$ cat src/rtl/sayeh_pkg.sv
// Shared definitions for the SAYEH memory bridge: state encoding, bus width
// defaults and the wait-state bound.
package sayeh_pkg;

   localparam int ADDR_W_DEF = 16;
   localparam int DATA_W_DEF = 16;
   localparam int WAIT_MAX   = 15;
   localparam int CTR_W      = 4;

   typedef enum logic [2:0] {
      ST_IDLE     = 3'd0,
      ST_RD_ISSUE = 3'd1,
      ST_RD_WAIT  = 3'd2,
      ST_RD_DONE  = 3'd3,
      ST_WR_ISSUE = 3'd4
   } state_e;

   // Out-of-range wait settings saturate instead of wrapping the counter.
   function automatic logic [CTR_W-1:0] clamp_wait(input int cycles);
      if (cycles < 0) begin
         return '0;
      end
      if (cycles > WAIT_MAX) begin
         return CTR_W'(WAIT_MAX);
      end
      return CTR_W'(cycles);
   endfunction

endpackage

$ cat src/rtl/sayeh_wait_ctr.sv
// Loadable down-counter with a zero flag; counts RAM wait states for a read.
// Decrement saturates at zero so a held i_dec never wraps.
module sayeh_wait_ctr
   import sayeh_pkg::*;
#(
   parameter int W = CTR_W
) (
   input  logic         clk,
   input  logic         i_rst_n,
   input  logic         i_load,
   input  logic [W-1:0] i_load_val,
   input  logic         i_dec,
   output logic         o_zero
);

   logic [W-1:0] r_count;

   always_ff @(posedge clk or negedge i_rst_n) begin
      if (!i_rst_n) begin
         r_count <= '0;
      end else if (i_load) begin
         r_count <= i_load_val;
      end else if (i_dec && (r_count != '0)) begin
         r_count <= r_count - {{(W-1){1'b0}}, 1'b1};
      end
   end

   assign o_zero = (r_count == '0);

endmodule

$ cat src/rtl/sayeh_mem_if.sv
// Memory-side bridge between the SAYEH controller and a single-port synchronous RAM.
// Reads go through a wait-state counter and finish with a one-cycle memDataReady pulse.
module sayeh_mem_if
   import sayeh_pkg::*;
#(
   parameter int ADDR_W      = ADDR_W_DEF,
   parameter int DATA_W      = DATA_W_DEF,
   parameter int WAIT_CYCLES = 2
) (
   input  logic              clk,
   input  logic              ExternalReset,
   input  logic              ReadMem,
   input  logic              WriteMem,
   input  logic [ADDR_W-1:0] AddressBus,
   input  logic [DATA_W-1:0] DataBusIn,
   output logic [DATA_W-1:0] DataBusOut,
   output logic              memDataReady,
   output logic              busy,
   output logic              proto_err,
   output logic              mem_en,
   output logic              mem_we,
   output logic [ADDR_W-1:0] mem_addr,
   output logic [DATA_W-1:0] mem_wdata,
   input  logic [DATA_W-1:0] mem_rdata
);

   localparam logic [CTR_W-1:0] WAIT_LOAD = clamp_wait(WAIT_CYCLES);

   state_e            r_state;
   state_e            w_state_next;
   logic [ADDR_W-1:0] r_addr;
   logic [DATA_W-1:0] r_wdata;
   logic [DATA_W-1:0] r_rdata;
   logic              r_proto_err;

   logic w_accept_rd;
   logic w_accept_wr;
   logic w_err_set;
   logic w_ctr_load;
   logic w_ctr_dec;
   logic w_ctr_zero;
   logic w_capture;

   sayeh_wait_ctr #(
      .W(CTR_W)
   ) u_wait_ctr (
      .clk        (clk),
      .i_rst_n    (ExternalReset),
      .i_load     (w_ctr_load),
      .i_load_val (WAIT_LOAD),
      .i_dec      (w_ctr_dec),
      .o_zero     (w_ctr_zero)
   );

   always_ff @(posedge clk or negedge ExternalReset) begin
      if (!ExternalReset) begin
         r_state <= ST_IDLE;
      end else begin
         r_state <= w_state_next;
      end
   end

   // ReadMem outside IDLE is the controller legally holding its strobe, so only
   // IDLE ever starts an access; a write strobe anywhere but IDLE is an error.
   always_comb begin
      w_state_next = r_state;
      w_accept_rd  = 1'b0;
      w_accept_wr  = 1'b0;
      w_err_set    = 1'b0;
      w_ctr_load   = 1'b0;
      w_ctr_dec    = 1'b0;
      w_capture    = 1'b0;

      case (r_state)
         ST_IDLE: begin
            if (ReadMem) begin
               w_accept_rd  = 1'b1;
               w_err_set    = WriteMem;
               w_state_next = ST_RD_ISSUE;
            end else if (WriteMem) begin
               w_accept_wr  = 1'b1;
               w_state_next = ST_WR_ISSUE;
            end
         end
         ST_RD_ISSUE: begin
            w_ctr_load   = 1'b1;
            w_err_set    = WriteMem;
            w_state_next = ST_RD_WAIT;
         end
         ST_RD_WAIT: begin
            w_ctr_dec = 1'b1;
            w_err_set = WriteMem;
            if (w_ctr_zero) begin
               w_capture    = 1'b1;
               w_state_next = ST_RD_DONE;
            end
         end
         ST_RD_DONE: begin
            w_err_set    = WriteMem;
            w_state_next = ST_IDLE;
         end
         ST_WR_ISSUE: begin
            w_err_set    = WriteMem;
            w_state_next = ST_IDLE;
         end
         default: begin
            w_state_next = ST_IDLE;
         end
      endcase
   end

   // Address/data registers update only on acceptance, so the RAM side holds
   // its last values whenever mem_en is low.
   always_ff @(posedge clk or negedge ExternalReset) begin
      if (!ExternalReset) begin
         r_addr      <= '0;
         r_wdata     <= '0;
         r_rdata     <= '0;
         r_proto_err <= 1'b0;
      end else begin
         if (w_accept_rd || w_accept_wr) begin
            r_addr <= AddressBus;
         end
         if (w_accept_wr) begin
            r_wdata <= DataBusIn;
         end
         if (w_capture) begin
            r_rdata <= mem_rdata;
         end
         if (w_err_set) begin
            r_proto_err <= 1'b1;
         end
      end
   end

   assign mem_en       = (r_state == ST_RD_ISSUE) || (r_state == ST_WR_ISSUE);
   assign mem_we       = (r_state == ST_WR_ISSUE);
   assign mem_addr     = r_addr;
   assign mem_wdata    = r_wdata;
   assign DataBusOut   = r_rdata;
   assign memDataReady = (r_state == ST_RD_DONE);
   assign busy         = (r_state != ST_IDLE);
   assign proto_err    = r_proto_err;

endmodule

$ cat config.mk
export PLATFORM = sky130hd
export DESIGN_NAME = sayeh_mem_if
export DESIGN_NICKNAME = d
export VERILOG_FILES = /design/src/rtl/sayeh_pkg.sv /design/src/rtl/sayeh_wait_ctr.sv /design/src/rtl/sayeh_mem_if.sv
export SDC_FILE = /design/constraint.sdc
export NUM_CORES = 1
export LEC_CHECK = 0
export CELL_PAD_IN_SITES_DETAIL_PLACEMENT = 1
export CELL_PAD_IN_SITES_GLOBAL_PLACEMENT = 1
export CORE_ASPECT_RATIO = 0.8
export CORE_MARGIN = 2
export CORE_UTILIZATION = 48
export DETAILED_ROUTE_END_ITERATION = 8
export DONT_BUFFER_PORTS = 1
export GPL_ROUTABILITY_DRIVEN = 1
export PLACE_DENSITY = 0.76
export SYNTH_ARGS = -nofsm -noshare
export SYNTH_HDL_FRONTEND = slang
export SYNTH_SLANG_ARGS = --single-unit
$ cat constraint.sdc
create_clock -name clk -period 2.52 [get_ports clk]
set_input_delay 0.504 -clock clk [delete_from_list [all_inputs] [get_ports clk]]
set_output_delay 0.504 -clock clk [all_outputs]
set_load 0.03 [all_outputs]
# --- Word level (Yosys, flattened, before mapping) ---
# Cells that the tools add are included.
classes:
  n_addsub: 1
  multipliers: 0
  n_div: 0
  order_cmp: 0
  n_eq_ne: 6
  shifts: 0
  mux: 17
  bitwise_logic: 0
  n_reduce_logical: 10
ops:
  columns: ["op", "count"]
  rows:
  - ["$mux W1", 10]
  - ["$mux W3", 3]
  - ["$pmux W3 S3", 1]
  - ["$mux W4", 2]
  - ["$eq A3 B2 Y1 const B", 2]
  - ["$logic_not A4 Y1", 1]
  - ["$reduce_bool A4 Y1", 1]
  - ["$reduce_or A4 Y1", 1]
  - ["$sub A4 B1 Y4 const B", 1]
  - ["$eq A3 B1 Y1 const B", 1]
  - ["$eq A3 B3 Y1 const B", 1]
  - ["$logic_not A3 Y1", 1]
  - ["$ne A3 B3 Y1 const B", 1]
  - ["$reduce_bool A3 Y1", 1]
  - ["$logic_or A1 B1 Y1", 2]
  - ["$ne A2 B1 Y1 const B", 1]
  - ["$pmux W1 S2", 1]
  - ["$reduce_and A2 Y1", 1]
  - ["$reduce_bool A2 Y1", 1]
  - ["$logic_and A1 B1 Y1", 1]
totals:
  register_bits: 56
  latchBits: 0
  ramBits: 0
  rom_bits: 0
  input_bits: 52
  elab_cells: 40
  n_memories: 0

# --- Longest topological paths before layout ---
# Gate-level depths: netlist of run 1.
depth:
  depth_word: 5
  mapped_depth: 7
  mapped_depth_nobuf: 5

# --- By module ---
# Synthesis of run 1 repeated with hierarchy kept, for this count alone.
unflattened:
  cells_unflattened: 152
  area_unflattened_um2: 2357.3
by_module_without_submodules:
  columns: ["module", "n_inst", "cells_each", "area_each_um2", "seq_area_each_um2"]
  rows:
  - ["sayeh_mem_if", 1, 125, 2087.0, 1301.2]
  - ["sayeh_wait_ctr", 1, 27, 270.3, 100.1]

# --- Least setup slack after synthesis of run 1 ---
# Ideal clock, no wire load.
synth_path:
  path_kind: "register to register"
  startpoint: "register u_wait_ctr.r_count[0]"
  endpoint: "register r_rdata[10], in the netlist DataBusOut[10]"
  setup_ps: 125
  t_arrival_ps: 2051
  required_time_ps: 2395
  path_slack_ps: 343
  path_stages_with_launch: 8
  path_buffers: 2
  path_cell_list: "dfrtp_1 -> inv_1 -> ha_1 -> or3b_4 -> or4b_4 -> buf_6 -> buf_12 -> mux2_4"
synth_via:
  elab_chain_cells: 3
synth_lines:
  columns: ["item", "line", "source"]
  rows:
  - ["from (decl)", "sayeh_wait_ctr.sv:16", "logic [W-1:0] r_count;"]
  - ["from (signal assigned)", "sayeh_wait_ctr.sv:22", "r_count <= i_load_val;"]
  - ["from (signal assigned)", "sayeh_wait_ctr.sv:24", "r_count <= r_count - {{(W-1){1'b0}}, 1'b1};"]
  - ["$logic_not A4 Y1", "sayeh_wait_ctr.sv:28", "assign o_zero = (r_count == '0);"]
  - ["$mux W1", "sayeh_mem_if.sv:93", "if (w_ctr_zero) begin"]
  - ["$mux W1", "sayeh_mem_if.sv:74", "case (r_state)"]
  - ["to (signal assigned)", "sayeh_mem_if.sv:128", "r_rdata <= mem_rdata;"]
  - ["to (decl)", "sayeh_mem_if.sv:33", "logic [DATA_W-1:0] r_rdata;"]
# Every way passes these cells.
# A chain may end at the register's enable or synchronous reset.

# --- Worst setup path after layout of run 1 ---
layout_path:
  startpoint: "register u_wait_ctr.r_count[0]"
  endpoint: "register r_rdata[8], in the netlist DataBusOut[8]"
# The elaborated chain is that of the path after synthesis.

==> out/metrics.cfg, run 1 <==
[timing]
postLayoutSetupSlackWorst_ns=0.256
relSlewSlack_pct=53.4
hold_viol=0
grt_setup_unrepaired=false
drv_slew=0
min_period_over_period_pct=89.8
max_clock_freq_mhz=442
setup_tns_ns=0
worst_pin_slew_ns=0.699
period_needed_ns=2.26
setup_viol=0
skew_ns=0.00660

[grt]
grt_pass1_vias=1317
gr-total-overflow=0
antenna_found_initial=0
grt_pass1_wl_mm=6.80
grt_usage_pct=17.2
grt_max_degree=57

[critical_path]
cp-endpoint=DataBusOut[8]
crit_buf_inv=1
critPathArrivalTime_ns=2.45
cp_slowest_cell=or4b_4
r2r_cells=5
r2r_setup_slack_ns=0.26
slowest_delay_ns=0.65
path_delay_family=simple AND/OR/NAND/NOR gates
cp_cell_sequence=inv_1 -> ha_1 -> or3b_4 -> or4b_4 -> mux2_4
cp.depth=5
cp-startpoint=u_wait_ctr.r_count[0]
critPathCaptureType=register
r2r_start=u_wait_ctr.r_count[0]
crit_required_ns=2.71
start_kind=register
crit_type=register to register
reg2reg_to=DataBusOut[8]
crit_fanout=16

[yosys]
syn_area_per_cell_sq_um=15.5
syn_nets=203
ys_seq_elements=56
synth_edf_count=0
postSynthCellCount=149
synthesis.area_sq_um=2310
yosys_warnings=0
synth.area.top_cells=dfrtp_1, mux2_2, mux2_4
ys_async_sr_fraction_pct=100
synth-seq-area-share_pct=60.7
yosys_most_used_dff=dfrtp_1
synth_cell_type_count=34
synth_area_leader_cell=dfrtp_1
synth.top_cell.area_share_pct=60.7

[placement]
placedCellCount=206
hpwl_mm=3.21
io_buffers=0
gp_congestion=0.837
dp_slack_ns=0.271
dpl-instance-area_sq_um=2360

[cells_and_area]
nets=208
area_growth_syn_to_layout_pct=7.32
drive_above_1_share_pct=41.9
n_antenna_cell=0
multiInputGateArea_sq_um=835
stdcell_area_sq_um=2480
fillers=432
fin_cells=215
regArea_sq_um=1400
final_util_pct=53.9

[floorplan]
start_util_pct=50.2
dieArea_sq_um=5380
core_area_sq_um=4600
die_w_um=81.5
die_height_um=66.0
pin_count=105
num_rows=22

[power]
power_density_nw_per_um2=1610
leakagePower_nw=1.12
ir_worst_vdd_mv=0.779

[detailed_routing]
wl_per_cell_um=20.5
drt_iter0_markers=63
drcViolationCount=0
vias=1216
wl_mm=4.41
via_per_inst=5.66
wl_met1_mm=1.77
drtAntennaViolNets=0
first_pass_iters=3
wl_met3_um=506
highest_layer=met4
dr_wl_met2_mm=2.05

[clock_tree]
cts_buffers=5
cts_tree=built
cts_buffer_depth=2
clk_latency_ns=0.30
cts_sinks=56
clk_pin_slew_ns=0.09
cts_root_buffer=clkbuf_8
htree_levels=2
cts_setup_buffers=0

[status]
status=finished clean

[run]
maxCapViolCount=0

[worst_hold_path]
min_path_type=input port to async pin

## layout by cell type, fill, tap and decap left out, drive strengths merged
cell / count
or4: 1
o21bai: 1
nor2: 6
mux2: 48
or3: 1
inv: 3
and4: 1
nor3: 1
nand4: 1
clkbuf: 8
o211a: 1
mux2i: 2
or3b: 3
nor4b: 1
dfrtp: 56
o21ai: 1
a31oi: 1
xnor2: 2
nor3b: 1
buf: 6
and3b: 1
or4b: 1
nand3: 1
ha: 2
a22o: 1
a31o: 1
a32o: 1
nand2: 2
## area by class of cell
cell class                 count  area share, %
tap                           60           3.03
timing repair buffer           6           2.63
clock buffer                   8           3.64
inverter                       3          0.455
sequential                    56           56.6
multi-input combinational     82           33.7
## per-layer routing
metal  up-vias  GRT usage, %
met5         -             0
met4         0          6.99
met3         8          7.51
met2        76          27.4
met1       600          20.3
li1        532             -
## worst min path at each step
stage | from | endpoint | slack, ns | cells past startpoint
2_1_floorplan | ExternalReset | DataBusOut[0] | 0.21 | 0
3_3_place_gp | ExternalReset | mem_wdata[10] | 0.21 | 0
3_5_place_dp | ExternalReset | mem_wdata[10] | 0.21 | 0
4_1_cts | ExternalReset | mem_wdata[8] | 0.06 | 1
5_1_grt | ExternalReset | mem_addr[1] | 0.05 | 1
6_report | ExternalReset | mem_addr[14] | 0.06 | 1
## per-stage QoR
stage	power, mW	hold slack (ns)
after global placement	3.42	0.209
after CTS	4.03	0.0593
after detailed placement	3.52	0.209
final	4.00	0.0605
after floorplan	3.25	0.208
after global routing	4.23	0.0539
## state kept, by name (all words and copies together) (netlist names)
signal	count
mem_wdata	16
DataBusOut	16
proto_err	1
mem_addr	16
r_state	3
u_wait_ctr.r_count	4
## power breakdown
group          total, mW  internal (mW)  leakage [nW]  switching [mW]
logic               1.05          0.605         0.416           0.442
registers           2.46           1.33         0.660            1.13
clock network      0.493          0.225        0.0455           0.268
total               4.00           2.16          1.12            1.84
## what timing repair did
item,CTS,global route
hold buffers,1,0
endpoints found under the hold margin,56,0
resized for setup,0,0
## synth_stat cells (2+ instances only)
cell      instances
buf_2             3
clkbuf_1          2
dfrtp_1          56
ha_1              2
inv_1             3
mux2_2           38
mux2_4           10
mux2i_1           2
nand2_1           2
nor2_1            6
xnor2_1           2
## kinds of logic after synthesis
| group | after synthesis | synth area share, % |
|---|---|---|
| fa+ha+maj | 2 | 1.08 |
| compound gates | 7 | 2.44 |
| xor+xnor | 2 | 0.759 |
| mux | 50 | 25.9 |
| simple gates | 21 | 5.96 |
| buf+inv | 11 | 3.14 |
| flops | 56 | 60.7 |
(Power assumes the default switching activity.)
==> inputs of run 2 (changes only) <==
--- a/config.mk
+++ b/config.mk
@@ -5,6 +5,7 @@
 export SDC_FILE = /design/constraint.sdc
 export NUM_CORES = 1
 export LEC_CHECK = 0
+export CAP_MARGIN = 20
 export CELL_PAD_IN_SITES_DETAIL_PLACEMENT = 1
 export CELL_PAD_IN_SITES_GLOBAL_PLACEMENT = 1
 export CORE_ASPECT_RATIO = 0.8
==> results of run 2 <==
Same layout as run 1: the final DEF is identical, and so are final timing and power.
==> inputs of run 3 (changes only) <==
--- a/config.mk
+++ b/config.mk
@@ -6,11 +6,9 @@
 export NUM_CORES = 1
 export LEC_CHECK = 0
 export CAP_MARGIN = 20
-export CELL_PAD_IN_SITES_DETAIL_PLACEMENT = 1
-export CELL_PAD_IN_SITES_GLOBAL_PLACEMENT = 1
 export CORE_ASPECT_RATIO = 0.8
 export CORE_MARGIN = 2
-export CORE_UTILIZATION = 48
+export CORE_UTILIZATION = 61
 export DETAILED_ROUTE_END_ITERATION = 8
 export DONT_BUFFER_PORTS = 1
 export GPL_ROUTABILITY_DRIVEN = 1
==> run 3 against run 2 <==
Compared with the run above:
- combinational power down 5%
- sequential power about the same
- hold slack got worse by 0.0090 ns
- cell count decreased by 8.8%
==> out/metrics.cfg, run 3 (synthesis results as in run 1) <==
[detailed_routing]
first_pass_iters=3  ; unchanged
wl_per_cell_um=20.1  ; -2.1%
via_per_inst=5.97  ; +5.6%
vias=1171  ; -3.7%
wl_mm=3.93  ; -11%
drt_iter0_markers=42  ; -33%
drcViolationCount=0  ; unchanged
drtAntennaViolNets=0  ; unchanged

[placement]
hpwl_mm=2.83  ; -12%
io_buffers=0  ; unchanged
placedCellCount=187  ; -9.2%
gp_congestion=0.833  ; -0.51%

[timing]
setup_tns_ns=0  ; unchanged
grt_setup_unrepaired=false
hold_viol=0  ; unchanged
max_clock_freq_mhz=453  ; +2.5%
setup_viol=0  ; unchanged
min_period_over_period_pct=87.6  ; -2.2 points
worst_pin_slew_ns=0.673  ; -0.0253 ns
period_needed_ns=2.21  ; -0.0556 ns
drv_slew=0  ; unchanged
skew_ns=0.00483  ; -0.00177 ns
relSlewSlack_pct=55.1  ; +1.7 points

[grt]
grt_pass1_vias=1275  ; -3.2%
antenna_found_initial=0  ; unchanged
grt_usage_pct=19.5  ; +2.3 points
grt_pass1_wl_mm=6.20  ; -8.8%
gr-total-overflow=0  ; unchanged
grt_max_degree=57  ; unchanged

[cells_and_area]
fin_cells=196  ; -8.8%
area_growth_syn_to_layout_pct=6.29
n_antenna_cell=0  ; unchanged
nets=207  ; -0.48%
drive_above_1_share_pct=42.9  ; +0.92 points
final_common_cell=dfrtp_1
multiInputGateArea_sq_um=835  ; unchanged
final_cell_mix=dfrtp_1, mux2_2, mux2_4, nor2_1, clkbuf_8
fillers=254  ; -41%
regArea_sq_um=1400  ; unchanged

[clock_tree]
cts_sinks=56  ; unchanged
clk_pin_slew_ns=0.09  ; about the same
cts_tree=built
cts_buffers=5  ; unchanged
cts_buffer_depth=2  ; unchanged
cts_resized=0  ; unchanged
cts_root_buffer=clkbuf_8
clk_latency_ns=0.30  ; about the same
htree_levels=2  ; unchanged

[power]
power_density_nw_per_um2=1610  ; about the same
seqPwrFrac_pct=62.3  ; +0.8 points
switching_share_pct=45.8  ; -0.19 points
p_sw_mw=1.81  ; -1.3%
p_int_mw=2.15  ; -0.53%
ir_worst_vdd_mv=0.969  ; +24%
p_clk_share_pct=12.6  ; +0.3 points
leakagePower_nw=1.12  ; about the same
pwr-share-comb_pct=25.1  ; -1.1 points

[floorplan]
die_w_um=72.8  ; -11%
dieArea_sq_um=4300  ; -20%
pin_count=105  ; unchanged
num_rows=19  ; -14%
die_height_um=59.0  ; -11%
start_util_pct=65.6  ; +15 points
core_area_sq_um=3520  ; -23%

[critical_path]
critPathArrivalTime_ns=2.40  ; -0.05 ns
crit_type=register to register
critPathCaptureType=register
r2r_setup_slack_ns=0.31  ; +0.06 ns
r2r_cells=5  ; unchanged
start_kind=register
reg2reg_to=DataBusOut[12]
crit_fanout=16  ; unchanged
crit_required_ns=2.71  ; about the same
r2r_start=u_wait_ctr.r_count[0]

[status]
status=finished clean

[run]
maxCapViolCount=0  ; unchanged

[worst_hold_path]
min_path_type=input port to async pin

## run 3: cell count changes in the layout (fill, tap and decap cells not counted), sizes merged
cell    delta
buf        -1
clkinv     +1
clkbuf     -2
inv        +1
## run 3: power by group through the flow
stage | Combinational, mW | Sequential [mW] | Clock (mW)
global placement | 0.923 | 2.47 | 0
finish | 0.994 | 2.47 | 0.499
global route | 1.10 | 2.53 | 0.552
CTS | 1.01 | 2.48 | 0.517
floorplan | 0.881 | 2.37 | 0
detailed placement | 0.990 | 2.48 | 0
## run 3: how the worst max path moves through the flow
stage,startpoint,to,slack (ns),cells past startpoint
2_1_floorplan,u_wait_ctr.r_count[0],DataBusOut[10],0.34,7
3_3_place_gp,u_wait_ctr.r_count[0],DataBusOut[12],0.40,5
3_5_place_dp,u_wait_ctr.r_count[0],DataBusOut[12],0.33,5
4_1_cts,u_wait_ctr.r_count[0],DataBusOut[12],0.31,5
5_1_grt,u_wait_ctr.r_count[0],DataBusOut[12],0.23,5
6_report,u_wait_ctr.r_count[0],DataBusOut[12],0.31,5
## run 3: what timing repair did
item                                   in CTS  in global routing
endpoints found under the hold margin      56                  0
setup buffers                               0                  0
hold buffers                                1                  0
## run 3: cell type report
type	instances	area share, %
flip-flops and latches	56	57.1
repair buffers	5	2.35
multi-input cells	82	34.0
clock buffers	6	3.37
well taps	42	2.14
clock inverters	2	0.561
inverters	3	0.459
## run 3: critical path: stages (launching register included)
cell and delay [ns]:
dfrtp_1 0.42, inv_1 0.09, ha_1 0.17, or3b_4 0.40, or4b_4 0.65, mux2_4 0.35
## run 3: routing by layer
| layer | part of all wire [%] | up-vias | GRT usage (%) |
|---|---|---|---|
| met5 | 0 | - | 0 |
| met4 | 0.97 | 0 | 8.20 |
| met3 | 10 | 5 | 8.33 |
| met2 | 48 | 62 | 30.3 |
| met1 | 40 | 573 | 24.2 |
| li1 | - | 531 | - |
## run 3: per-stage QoR
step	area, sq um	hold slack (ns)	setup WS [ns]	power (mW)	utilization (%)
2_1_floorplan	2310	0.208	0.343	3.25	-
3_3_place_gp	2330	0.209	0.400	3.40	66.2
3_5_place_dp	2330	0.209	0.330	3.47	66.2
4_1_cts	2450	0.0494	0.308	4.00	69.7
5_1_grt	2450	0.0456	0.233	4.17	69.7
6_report	2450	0.0515	0.311	3.96	69.7
